<file path="src/rtl/uart_pkg.sv">
// Shared UART definitions: FSM state encodings, parity constants and parity helper.
package uart_pkg;

  typedef enum logic [2:0] {
    IDLE   = 3'b000,
    START  = 3'b001,
    DATA   = 3'b010,
    PARITY = 3'b011,
    STOP   = 3'b100
  } uart_state_e;

  localparam logic PAR_EVEN = 1'b0;
  localparam logic PAR_ODD  = 1'b1;

  localparam int unsigned PAR_FN_W = 32;

  // Zero-extension by the caller does not change the XOR reduction.
  function automatic logic calc_parity(input logic [PAR_FN_W-1:0] data, input logic par_typ);
    return (^data) ^ par_typ;
  endfunction

endpackage

</file>
<file path="src/rtl/uart_tx_serializer.sv">
// Shift register and bit index for the UART transmitter data phase.
module uart_tx_serializer
  import uart_pkg::*;
#(
  parameter int unsigned DATA_WIDTH = 8
) (
  input  logic                  clk,
  input  logic                  rst_n,
  input  logic                  load,
  input  logic                  shift,
  input  logic [DATA_WIDTH-1:0] data,
  output logic                  next_bit_c,
  output logic                  last_bit_c
);

  localparam int unsigned IDX_W = (DATA_WIDTH > 1) ? $clog2(DATA_WIDTH) : 1;

  logic [DATA_WIDTH-1:0] sreg, sreg_d;
  logic [IDX_W-1:0]      idx, idx_d;

  assign last_bit_c = (idx == IDX_W'(DATA_WIDTH - 1));
  // Bit the line will carry after this edge, so the FSM can register it.
  assign next_bit_c = sreg_d[0];

  always_comb begin
    sreg_d = sreg;
    idx_d  = idx;
    if (load) begin
      sreg_d = data;
      idx_d  = '0;
    end else if (shift) begin
      sreg_d = sreg >> 1;
      idx_d  = last_bit_c ? '0 : idx + IDX_W'(1);
    end
  end

  always_ff @(posedge clk or negedge rst_n) begin
    if (!rst_n) begin
      sreg <= '0;
      idx  <= '0;
    end else begin
      sreg <= sreg_d;
      idx  <= idx_d;
    end
  end

endmodule

</file>
<file path="src/rtl/uart_tx.sv">
// UART transmitter: start, LSB-first data, optional parity, stop bit(s); registered outputs.
module uart_tx
  import uart_pkg::*;
#(
  parameter int unsigned DATA_WIDTH   = 8,
  parameter int unsigned CLKS_PER_BIT = 16,
  parameter int unsigned STOP_BITS    = 1
) (
  input  logic                  clk,
  input  logic                  rst_n,
  input  logic [DATA_WIDTH-1:0] P_DATA,
  input  logic                  Data_valid,
  input  logic                  PAR_EN,
  input  logic                  PAR_TYP,
  output logic                  TX_OUT,
  output logic                  Busy
);

  localparam int unsigned CNT_W = $clog2(CLKS_PER_BIT);

  uart_state_e      state, state_d;
  logic [CNT_W-1:0] cnt, cnt_d;
  logic             par_bit, par_en_lat;
  logic             stop_idx, stop_idx_d;
  logic             tx_d, busy_d;
  logic             load, shift;
  logic             bit_end_c, last_stop_c;
  logic             next_bit_c, last_bit_c;

  uart_tx_serializer #(.DATA_WIDTH(DATA_WIDTH)) u_serializer (
    .clk        (clk),
    .rst_n      (rst_n),
    .load       (load),
    .shift      (shift),
    .data       (P_DATA),
    .next_bit_c (next_bit_c),
    .last_bit_c (last_bit_c)
  );

  assign bit_end_c   = (cnt == CNT_W'(CLKS_PER_BIT - 1));
  assign last_stop_c = (STOP_BITS == 1) || stop_idx;

  // Next state and next line level; outputs are registered from state_d.
  always_comb begin
    state_d    = state;
    stop_idx_d = stop_idx;
    load       = 1'b0;
    shift      = 1'b0;
    cnt_d      = (state == IDLE || bit_end_c) ? '0 : cnt + CNT_W'(1);
    case (state)
      IDLE: begin
        if (Data_valid) begin
          state_d = START;
          load    = 1'b1;
        end
      end
      START:  if (bit_end_c) state_d = DATA;
      DATA: begin
        if (bit_end_c) begin
          shift = 1'b1;
          if (last_bit_c) state_d = par_en_lat ? PARITY : STOP;
        end
      end
      PARITY: if (bit_end_c) state_d = STOP;
      STOP: begin
        if (bit_end_c) begin
          if (last_stop_c) begin
            state_d    = IDLE;
            stop_idx_d = 1'b0;
          end else begin
            stop_idx_d = 1'b1;
          end
        end
      end
      default: begin
        state_d    = IDLE;
        stop_idx_d = 1'b0;
        cnt_d      = '0;
      end
    endcase

    case (state_d)
      START:   tx_d = 1'b0;
      DATA:    tx_d = next_bit_c;
      PARITY:  tx_d = par_bit;
      default: tx_d = 1'b1;
    endcase
    busy_d = (state_d != IDLE);
  end

  always_ff @(posedge clk or negedge rst_n) begin
    if (!rst_n) begin
      state      <= IDLE;
      cnt        <= '0;
      stop_idx   <= 1'b0;
      par_bit    <= 1'b0;
      par_en_lat <= 1'b0;
      TX_OUT     <= 1'b1;
      Busy       <= 1'b0;
    end else begin
      state    <= state_d;
      cnt      <= cnt_d;
      stop_idx <= stop_idx_d;
      TX_OUT   <= tx_d;
      Busy     <= busy_d;
      if (load) begin
        par_bit    <= calc_parity(PAR_FN_W'(P_DATA), PAR_TYP);
        par_en_lat <= PAR_EN;
      end
    end
  end

endmodule

</file>
<file path="config.mk">
export PLATFORM = sky130hd
export DESIGN_NAME = uart_tx
export DESIGN_NICKNAME = d
export VERILOG_FILES = /design/src/rtl/uart_pkg.sv /design/src/rtl/uart_tx_serializer.sv /design/src/rtl/uart_tx.sv
export SDC_FILE = /design/constraint.sdc
export NUM_CORES = 1
export LEC_CHECK = 0
export ABC_AREA = 1
export CAP_MARGIN = 20
export CORE_ASPECT_RATIO = 1.2
export CORE_MARGIN = 1.5
export CORE_UTILIZATION = 45
export DETAILED_ROUTE_END_ITERATION = 8
export PLACE_DENSITY = 0.77
export SYNTH_ARGS = -nofsm -noshare
export SYNTH_HDL_FRONTEND = slang
export SYNTH_HIERARCHICAL = 1
export SYNTH_SLANG_ARGS = --single-unit
</file>
<file path="constraint.sdc">
create_clock -name clk -period 4.8 [get_ports clk]
set_input_delay 0.72 -clock clk [delete_from_list [all_inputs] [get_ports clk]]
set_output_delay 0.72 -clock clk [all_outputs]
set_load 0.01 [all_outputs]
</file>
==> results.yml, run 1 <==
floorplanning:
  placementRows: 20
  placeableCoreArea_um2: 2600
  die_y_um: 60.9
  die-width_um: 51.2
  initial_utilization: 0.482
  pin_count: 15
  dieArea_um2: 3120
cts:
  post_cts_buffers: 0
  cts_max_level: 1
  clock_latency_ns: 0.29
  cts_buffer_depth: 2
  postCtsHoldBufs: 0
  cts_made_buffers: 3
  cts_resized: 0
  cts-root-buf: "clkbuf_4"
  clk_pin_slew_ns: 0.11
  tritoncts: "built"
  clock-sinks: 22
worst_setup_path:
  cpLargestDelayFamily: "flip-flops"
  cp-end-kind: "output port"
  critPathKind: "reg2out"
  critPathArrivalTime_ns: 1.34
  cp-start-kind: "flip-flop"
  crit_buf_inv: 1
  rr_worst_depth: 12
  worstReg2RegStart: "state[0]"
  critPathMaxStageDelay_ns: 0.53
  path_cells: "clkdlybuf4s50_1"
  critPathRequiredTime_ns: 4.08
  rrSetupSlack_ns: 3.01
  critPathMaxFanout: 1
  slowest_stage: "dfstp_2"
  r2r_end: "TX_OUT"
timing:
  tns_ns: 0
  fin_ws_ns: 2.74
  drv_slew: 0
  relSlewSlack: 0.722
  worst_slew_pin_slew_ns: 0.417
  rsz0062_at_grt: "false"
  hold_violations: 0
  max_freq_ghz: 0.485
  fin_crit_sh: 0.430
  period_needed_ns: 2.06
  setup_violations: 0
  skew_ns: 0.000715
global_routing:
  antenna_found_initial: 0
  grt_max_degree: 23
  grt_pass1_vias: 1019
  overflow: 0
  grt_first_pass_wirelength_mm: 4.05
  grt_use_total: 0.176
pwr:
  clkPwrFrac: 0.311
  seq_power_share: 0.591
  p_sw_frac: 0.210
  p_sw_mw: 0.0657
  power_frac_comb: 0.097
  vdd_ir_drop_max_uv: 94.4
  p_int_mw: 0.248
  powerDensity_nw_per_um2: 214
  p_leak_nw: 0.777
synthesis:
  syn_avg_cell_area_um2: 7.75
  synth_area_um2: 1250
  synth-seq-area-share: 0.440
  synthCells: 162
  synthesis.nets: 178
  synth_cell_type_count: 21
  synth.ff_latch_count: 22
  synth_warnings: 6
finish:
  antenna_cells: 0
  num-fill-cells: 255
  syn2layout_area_growth_pct: 16.8
  nNetsFinal: 195
  drive_gt1_frac: 0.129
  post-route-util: 0.563
  finalInstanceArea_um2: 1470
  final_cells: 211
placement:
  place_congestion: 0.762
  port_buffers: 14
  dp_slack_ns: 2.50
  place_inst: 206
  placed_area_um2: 1400
  dpl.hpwl_mm: 1.72
detailed_routing:
  routed_wl_mm: 2.28
  drc: 0
  routed_via_density: 4.84
  drtAntennaViolNets: 0
  via_count: 1022
  avgRoutedWirePerCell_um: 10.8
  drtIter0Drc: 24
  drt_first_pass_iters: 4
outcome:
  status: "completed"
worst_hold_path:
  hp-start: "cnt[0]"
  hold_path_class: "reg2reg"
  hold_path_end: "cnt[0]"
  worstHoldPathCells: 1
flow_run:
  maxCapViolations: 0
==> through the flow <==
| stage | hold slack [ns] | total power [mW] |
|---|---|---|
| after floorplan | 0.424 | 0.200 |
| after global placement | 0.451 | 0.216 |
| after detailed placement | 0.464 | 0.217 |
| after CTS | 0.487 | 0.317 |
| after global routing | 0.519 | 0.330 |
| final | 0.474 | 0.313 |
==> power by group through the flow <==
stage                     Clock, mW  Sequential (mW)  Combinational [mW]
after floorplan                   0            0.189              0.0106
after CTS                     0.103            0.185              0.0283
after detailed placement          0            0.189              0.0282
after global routing          0.110            0.185              0.0344
after global placement            0            0.189              0.0271
final                        0.0976            0.185              0.0304
==> synth_stat cells <==
library cell	instances	area, µm²
a21oi_2	1	8.76
a22oi_1	1	7.51
buf_6	3	33.8
dfrtp_1	21	526
dfstp_2	1	26.3
ha_1	3	37.5
inv_1	17	63.8
inv_2	4	15.0
nand2_1	59	221
nand2_2	5	31.3
nand3_1	20	100
nand3_2	1	10.0
nand3_4	1	17.5
nand3b_1	1	7.51
nor2_1	10	37.5
nor2_2	3	18.8
nor2_4	2	22.5
o21ai_0	2	10.0
o31ai_1	1	7.51
xnor2_1	3	26.3
xor2_1	3	26.3
==> placed cells by master (no fill, tap or decap), types with 2 or more instances in the layout <==
cell type / n
clkbuf_4: 3
clkdlybuf4s50_1: 14
dfrtp_1: 21
ha_1: 3
inv_1: 17
inv_2: 4
nand2_1: 59
nand2_2: 5
nand3_1: 20
nor2_1: 10
nor2_2: 3
nor2_4: 2
o21ai_0: 2
xnor2_1: 3
xor2_1: 3
==> state kept, by name, summed over array words and instances, names as in the netlist <==
register / count
state: 3
u_serializer/sreg: 8
par_en_lat: 1
u_serializer/idx: 3
Busy: 1
TX_OUT: 1
cnt: 4
par_bit: 1
==> kinds of logic (layout without fill, tap and decap cells) <==
logic type                 Yosys count  count (layout)  share of synthesized area
AOI/OAI and AO/OA                    5               5                     0.0269
adders and majority gates            3               3                     0.0299
DFF                                 22              22                      0.440
and+or+nand+nor                    102             102                      0.372
buffers and inverters               24              40                     0.0897
xor gates and xnor gates             6               6                     0.0419
==> worst register-to-register path, stage by stage, from the launching register on <==
cell	delay (ns)
dfrtp_1	0.43
inv_2	0.11
nand2_2	0.07
nor2_2	0.10
nand2_2	0.09
inv_1	0.33
inv_2	0.14
nand3_1	0.10
nand3_1	0.10
inv_1	0.07
nand3_1	0.07
nand3_1	0.08
nand2_1	0.05
==> layout make-up <==
| cell class | count | area (µm²) | area share |
|---|---|---|---|
| Tap cell | 33 | 41.3 | 0.0282 |
| Timing Repair Buffer | 15 | 168 | 0.114 |
| Multi-Input combinational cell | 116 | 591 | 0.403 |
| Inverter | 21 | 78.8 | 0.0538 |
| Clock buffer | 4 | 36.3 | 0.0247 |
| Sequential cell | 22 | 552 | 0.376 |
==> metal layers <==
layer,global-route usage,up-vias,wire length (µm)
met1,0.176,465,934
met3,0.0148,2,82
li1,-,532,-
met2,0.354,23,1230
met5,0,-,0
met4,0.0965,0,27
==> worst max path at each step <==
stage	slack, ns	depth (start not counted)	startpoint	to
3_5_place_dp	2.50	10	Data_valid	TX_OUT
3_3_place_gp	2.57	10	Data_valid	TX_OUT
2_1_floorplan	3.23	10	Data_valid	TX_OUT
4_1_cts	2.72	1	TX_OUT	TX_OUT
5_1_grt	2.67	10	Data_valid	TX_OUT
6_report	2.74	1	TX_OUT	TX_OUT
Power figures use the tool's default switching activity.
==> run 2: changes to the inputs <==
==> constraint.sdc (replaced) <==
create_clock -name clk -period 2.1 [get_ports clk]
set_input_delay 0.315 -clock clk [delete_from_list [all_inputs] [get_ports clk]]
set_output_delay 0.315 -clock clk [all_outputs]
set_load 0.01 [all_outputs]
==> run 2 against run 1 <==
Effect of this change:
- register-to-register slack lost 2.7 ns
- non-clock buffer count grew 1
- clock power grew 130%
- critical path depth grew 9
- final area shrank 0.85%
- hold slack lost 0.12 ns
- die area is the same
- largest cell class unchanged
==> results.yml, run 2 (synthesized netlist as in run 1, its figures left out) <==
global_routing:
  grt_pass1_vias: 1070
  antenna_found_initial: 0
  overflow: 0
  grt_max_degree: 23
  grt_use_total: 0.183
  grt_first_pass_wirelength_mm: 4.24
finish:
  finalInstanceArea_um2: 1450
  nNetsFinal: 196
  mostFrequentLayoutCell: "nand2_1"
  largest_reg_flops: 8
  syn2layout_area_growth_pct: 15.9
  antenna_cells: 0
  largest-register: "u_serializer/sreg"
  post-route-util: 0.559
  drive_gt1_frac: 0.134
  reg.largest.list: "u_serializer/sreg: 8 flops, cnt: 4 flops"
  num-fill-cells: 256
  mostFrequentLayoutCells: "nand2_1 (59), dfrtp_1 (21), nand3_1 (20)"
timing:
  fin_crit_sh: 0.838
  tns_ns: 0
  worst_slew_pin_slew_ns: 0.330
  relSlewSlack: 0.779
  whs_ns: 0.353
  skew_ns: 0.00391
  drv_slew: 0
  hold_violations: 0
  rsz0062_at_grt: "false"
  max_freq_ghz: 0.568
  setup_violations: 0
  period_needed_ns: 1.76
cts:
  clock_latency_ns: 0.30
  post_cts_buffers: 0
  clk_pin_slew_ns: 0.12
  cts_buffer_depth: 2
  tritoncts: "built"
  cts_max_level: 1
  clock-sinks: 22
  postCtsHoldBufs: 0
  cts-root-buf: "clkbuf_4"
  cts_resized: 0
  cts_made_buffers: 3
detailed_routing:
  routed_wl_mm: 2.41
  drc: 0
  drtIter0Drc: 18
  via_count: 1043
  routed_via_density: 4.92
  drt_first_pass_iters: 4
  avgRoutedWirePerCell_um: 11.4
  drtAntennaViolNets: 0
floorplanning:
  dieArea_um2: 3120
  pin_count: 15
  placeableCoreArea_um2: 2600
  placementRows: 20
  initial_utilization: 0.482
  die_y_um: 60.9
  die-width_um: 51.2
worst_setup_path:
  cpLargestDelayFamily: "simple AND/OR/NAND/NOR gates"
  critPathMaxStageDelay_ns: 0.41
  path_cells: "ha_1 > nand3_4 > nor2_4 > nor2_4 > nand2_1 > nand3_1 > inv_1 > nand3_1 > nand3_1 > nand2_1"
  slowest_stage: "dfrtp_1"
  crit_buf_inv: 1
  cp-end-kind: "flip-flop"
  rrSetupSlack_ns: 0.34
  critPathRequiredTime_ns: 2.35
  critPathMaxFanout: 12
  critPathArrivalTime_ns: 2.01
  critPathKind: "reg2reg"
  cp-start-kind: "flip-flop"
  cp_common_cell: "nand3_1"
flow_run:
  maxCapViolations: 0
pwr:
  vdd_ir_drop_max_uv: 269
  powerDensity_nw_per_um2: 493
  p_leak_nw: 0.775
placement:
  port_buffers: 14
  placed_area_um2: 1420
  place_congestion: 0.770
  dpl.hpwl_mm: 1.87
worst_hold_path:
  hold_path_class: "in2async"
outcome:
  status: "completed"
-- run 2: cell types whose count changed in the layout (fill, tap and decap cells not counted) --
cell / before / now
buf_16: 1 / 0
buf_4: 0 / 2
-- run 2: path summary, 6_finish.rpt --
path / to / cells after the start / start
worst max register to register: TX_OUT / 10 / cnt[0]
min in group clk: par_en_lat / 2 / par_en_lat
max in group asynchronous: TX_OUT / 2 / rst_n
worst max-delay path: TX_OUT / 10 / cnt[0]
worst min-delay path: par_en_lat / 2 / rst_n
worst min register to register: par_en_lat / 2 / par_en_lat
-- run 2: per-stage QoR --
step	power, mW	setup slack [ns]	cells
after floorplan	0.456	0.532	162
after global placement	0.495	0.342	208
after detailed placement	0.498	0.289	208
after CTS	0.727	0.318	212
after global routing	0.747	0.190	212
final	0.717	0.340	212
-- run 2: final cells by class --
class,count,area (µm²),area share
inverters,21,78.8,0.0542
flip-flops and latches,22,552,0.380
repair buffers,16,155,0.107
multi-input cells,116,591,0.406
clock buffers,4,36.3,0.0250
well taps,33,41.3,0.0284
-- run 2: power breakdown --
group	internal, mW	switching [mW]	total [mW]
clock	0.106	0.123	0.228
combinational	0.0329	0.0326	0.0655
sequential	0.424	0	0.424
-- run 2: metal layers --
metal | global-route usage | vias to the layer above | wire, µm
met5 | 0 | - | 0
met4 | 0.0927 | 0 | 27
met3 | 0.0148 | 2 | 83
met2 | 0.377 | 31 | 1320
met1 | 0.180 | 475 | 986
li1 | - | 535 | -
==> RTL edit 1: new RTL, flow settings as in run 2 <==
Encoding of `uart_state_e`: now one-hot (5 bits for 5 states).
--- a/src/rtl/uart_pkg.sv
+++ b/src/rtl/uart_pkg.sv
@@ -2,10 +2,10 @@
 package uart_pkg;
 
-  typedef enum logic [2:0] {
-    IDLE   = 3'b000,
-    START  = 3'b001,
-    DATA   = 3'b010,
-    PARITY = 3'b011,
-    STOP   = 3'b100
+  typedef enum logic [4:0] {
+    IDLE   = 5'b00001,
+    START  = 5'b00010,
+    DATA   = 5'b00100,
+    PARITY = 5'b01000,
+    STOP   = 5'b10000
   } uart_state_e;
 
Behaviour: no difference found for any inputs over 10 cycles, from zero or initial values and one cycle with rst_n low; not proved beyond that.
==> RTL edit 1 against run 2 <==
Worst setup slack got worse by 0.043 ns; final cell count increased by 12%; utilization decreased by 2.0 points; cell area increased by 12%; sequential cell count increased by 2; area after synthesis increased by 12%; die area increased by 12%; non-clock buffer count unchanged; hold slack got worse by 0.036 ns; wire length increased by 7.6%; critical path depth increased by 2; critical path type unchanged.
Power is not compared: it rests on default switching activity, and its combinational part moved more than twofold at a synthesized area within 25%.
==> RTL edit 1: results (changes against run 2) <==
status = finished clean
Core Util, Final = 53.84% (-2.0 points)
Reg clk slew, reported paths = 0.13 ns
Arr. time, crit path = 2.07 ns (+0.06 ns)
post-layout net count = 219 (+12%)
drt via density = 4.878 (-0.85%)
Largest regs = u_serializer/sreg: 8 flops, state: 5 flops, cnt: 4 flops
Layout Skew = 0.001975 ns (-0.001933 ns)
vias in the first global route = 1,184 (+11%)
Reg2Reg Setup Slack = 0.30 ns (-0.04 ns)
DP Worst Slack = 0.3144 ns (+0.02585 ns)
worst-case reg-to-reg path depth = 12 (+2)
Seq/Total Area, Yosys = 42.73% (-1.2 points)
Inst Count DP = 234 (+13%)
Routed WL per cell = 10.91 µm (-4.2%)
synth unique cells = 25 (+19%)
Post-DP Area = 1578 µm² (+11%)
GRT Util Overall = 18.08% (-0.21 points)
hold slack = 0.3177 ns (-0.03576 ns)
Net Count, Synth = 201 (+13%)
hold crit path type = input port to async pin
Max Clock Freq = 554.5 MHz (-2.4%)
fraction of layout cells with a size suffix above 1 = 14.85% (+1.4 points)
first-pass GRT wire length = 4705 µm (+11%)
Slew @ Worst Pin = 0.4993 ns (+0.1691 ns)
RR Endpoint = TX_OUT$_DFF_PN1_
Main synth FF type = dfrtp_1
top post-synthesis cells by area = dfrtp_1 (39%), nand2_1 (19%), nand3_1 (6.4%), inv_1 (5.6%), nor2_4 (4.0%)
LEAKAGE = 0.8664 nW
Ys Warns = 6 (unchanged)
final wirelength = 2596 µm (+7.6%)
Final HPWL DP = 2134 µm (+14%)
Mean Syn Cell Area = 7.629 µm² (-1.5%)
pin count of the biggest net entering global routing = 15 (-35%)
Num CTS Buffers = 3 (unchanged)
CTS resizes = 0 (unchanged)
RePlAce Congestion = 0.7700 (about the same)
Post-synth top cells = nand2_1 (73), dfrtp_1 (22), inv_1 (21)
Filler cells = 302 (+18%)
CP Max Fanout = 11 (-1)
Worst-Skew Late Latency = 0.31 ns
Synth async-reset ratio = 100.0% (unchanged)
==> RTL edit 1: changes by cell type after synthesis, moves of 2 or more <==
cell and change:
nand3_2 +2, xnor2_1 -2, nand2_1 +14, nor3_1 +3, nand3_1 -2, nor2_4 +3
inv_1 +4, nand4_1 +4, nor2_1 -5, nand2_2 -4
==> RTL edit 1: area by class of cell <==
type	instances	area [µm²]	share of cell area, %
Multi-Input combinational cell	131	671.9	41.21
Sequential cell	24	603.1	36.99
Timing Repair Buffer	16	155.1	9.517
Inverter	27	102.6	6.293
Tap cell	36	45.04	2.763
Clock inverter	1	30.03	1.842
Clock buffer	3	22.52	1.381
==> RTL edit 1: per-layer routing <==
metal	vias up	routed length, µm	GRT usage [%]
li1	612	-	-
met1	521	1124	20.03
met2	22	1347	33.58
met3	6	81	2.103
met4	0	42	6.250
met5	-	0	0
==> RTL edit 1: kinds of logic after synthesis <==
group / share of synthesized area, %
flops: 42.73
fa+ha+maj: 2.660
compound gates: 3.103
xor+xnor: 1.862
simple gates: 39.98
buf+inv: 9.663
==> RTL edit 1: worst register-to-register path, cell delays in order (launching register included) <==
cell and delay, ns:
dfrtp_1 0.42, ha_1 0.24, nand3_2 0.11, clkinv_2 0.12, nand2_1 0.09, inv_1 0.15, nor2_4 0.25, nand2_1 0.09
nand3_1 0.09, nand2_1 0.06, nand2_1 0.06, inv_1 0.03, nand2_1 0.04
==> RTL edit 1: power by group through the flow <==
stage	sequential [W]	clock [W]	combinational [W]
3_3_place_gp	0.000704	0	0.000515
3_5_place_dp	0.000711	0	0.000533
4_1_cts	0.000700	0.000343	0.000535
6_report	0.000699	0.000331	0.000527
5_1_grt	0.000718	0.000362	0.000609
2_1_floorplan	0.000695	0	0.000388
==> RTL edit 2: new RTL, flow settings as in run 2 <==
Without the edit above. `DATA_WIDTH` is set to 8 in 2 places; all go to 4.
--- a/src/rtl/uart_tx_serializer.sv
+++ b/src/rtl/uart_tx_serializer.sv
@@ -3,5 +3,5 @@
   import uart_pkg::*;
 #(
-  parameter int unsigned DATA_WIDTH = 8
+  parameter int unsigned DATA_WIDTH = 4
 ) (
   input  logic                  clk,
--- a/src/rtl/uart_tx.sv
+++ b/src/rtl/uart_tx.sv
@@ -3,5 +3,5 @@
   import uart_pkg::*;
 #(
-  parameter int unsigned DATA_WIDTH   = 8,
+  parameter int unsigned DATA_WIDTH   = 4,
   parameter int unsigned CLKS_PER_BIT = 16,
   parameter int unsigned STOP_BITS    = 1
Ports: changed (resized P_DATA); port bits go from 15 to 11. The function was not compared with the original's and may differ.
==> RTL edit 2 against run 2 <==
Clock skew up 0.0052 ns; clock power decreased by 23%; non-clock buffer count down 5; wire length down 27%; sequential cell count decreased by 5; power shrank 25%; hold slack gained 0.10 ns; synthesized cell count shrank 28%; worst setup slack improved by 0.094 ns; cell area decreased by 26%; sequential share of layout area rose by 1.7 points; area after synthesis shrank 27%.
==> RTL edit 2: results (changes against run 2) <==
status = finished clean
post-synthesis compound-gate area fraction = 3.411% (+0.72 points)
CP Max Fanout = 1 (-11)
P_sw = 0.0001170 W (-25%)
RePlAce Congestion = 0.8074 (+4.8%)
Post-synth top cells = nand2_1 (38), dfrtp_1 (16), nand3_1 (16)
first-pass GRT wire length = 3139 µm (-26%)
pin count of the biggest net entering global routing = 18 (-22%)
top post-synthesis cells by area = dfrtp_1 (44%), nand2_1 (16%), nand3_1 (8.7%), inv_1 (4.1%), nor2_1 (4.1%)
Reg2Reg Setup Slack = 0.46 ns (+0.12 ns)
crit path to = TX_OUT
drt via density = 5.253 (+6.8%)
met3 wire length = 43 µm (-48%)
Die X = 44.21 µm (-14%)
fraction of layout cells with a size suffix above 1 = 12.98% (-0.43 points)
Layout Skew = 0.009060 ns (+0.005152 ns)
Inverters = 14 (-33%)
GRT Util Overall = 18.86% (+0.57 points)
Net Count, Synth = 127 (-29%)
Seq/Total Area, Yosys = 46.52% (+2.6 points)
#MultiIn Comb = 85 (-27%)
Largest regs = cnt: 4 flops, u_serializer/sreg: 4 flops, state: 3 flops
multi-input gate share of the layout cell area = 40.75% (+0.13 points)
met3 Use GR = 3.103% (+1.6 points)
Layout clock area frac = 2.445% (-0.051 points)
Post-Synth XOR/XNOR Area = 3.820% (-0.37 points)
post-layout net count = 143 (-27%)
routed wl met2 = 934 µm (-29%)
vias in the first global route = 769 (-28%)
CP startpoint = TX_OUT$_DFF_PN1_
Switching Share = 21.80% (+0.17 points)
Largest delay share family, worst path = flip-flops
sequential cells = 17 (-23%)
nonclk buf count = 11 (-5)
slowest CP cell = dfstp_2
hold slack = 0.4563 ns (+0.1028 ns)
1st-iter DRT viols = 19 (+1)
Comb power frac = 6.3% (-2.8 points)
Routed WL per cell = 11.81 µm (+3.7%)
Worst path max stage delay = 0.53 ns (+0.12 ns)
relative slew slack = 49.48% (-28 points)
Signal buf overhead = 10.01% (-0.66 points)
Seq area share = 39.70% (+1.7 points)
Arr. time, crit path = 1.35 ns (-0.66 ns)
met1 usage = 22.08% (+4.1 points)
Post-DP Area = 1049 µm² (-26%)
Final HPWL DP = 1408 µm (-25%)
# port buffers = 10 (-4)
met2 usage = 32.84% (-4.8 points)
Reg clk slew, reported paths = 0.10 ns (-0.02 ns)
synth unique cells = 22 (+4.8%)
met1 WL = 765 µm (-22%)
Filler cells = 167 (-35%)
post-synthesis adder-cell area fraction = 2.729% (-0.26 points)
Peak VDD IR = 0.0002608 V (-3.0%)
top routing layer used = met4
post-route clock period utilization = 79.33% (-4.5 points)
[RTL edit 2: cell count changes after synthesis, sizes merged, moves of 2 or more]
cell / before / now
buf: 3 / 0
dfrtp: 21 / 16
inv: 21 / 14
nand2: 64 / 40
nand3: 22 / 19
nor2: 15 / 12
xnor2: 3 / 1
[RTL edit 2: kinds of logic (layout without fill, tap and decap cells)]
family | count (synthesis) | count (layout)
buffers and inverters | 14 | 29
xor gates and xnor gates | 4 | 4
DFF | 17 | 17
and+or+nand+nor | 74 | 74
AOI/OAI and AO/OA | 5 | 5
adders and majority gates | 2 | 2
[RTL edit 2: through the flow]
step | cells | util, % | setup slack (ns)
6_report | 150 | 57.42 | 0.4341
4_1_cts | 150 | 57.42 | 0.4190
3_3_place_gp | 146 | 56.02 | 0.3890
5_1_grt | 150 | 57.42 | 0.3207
2_1_floorplan | 116 | - | 0.5722
3_5_place_dp | 146 | 56.02 | 0.3211
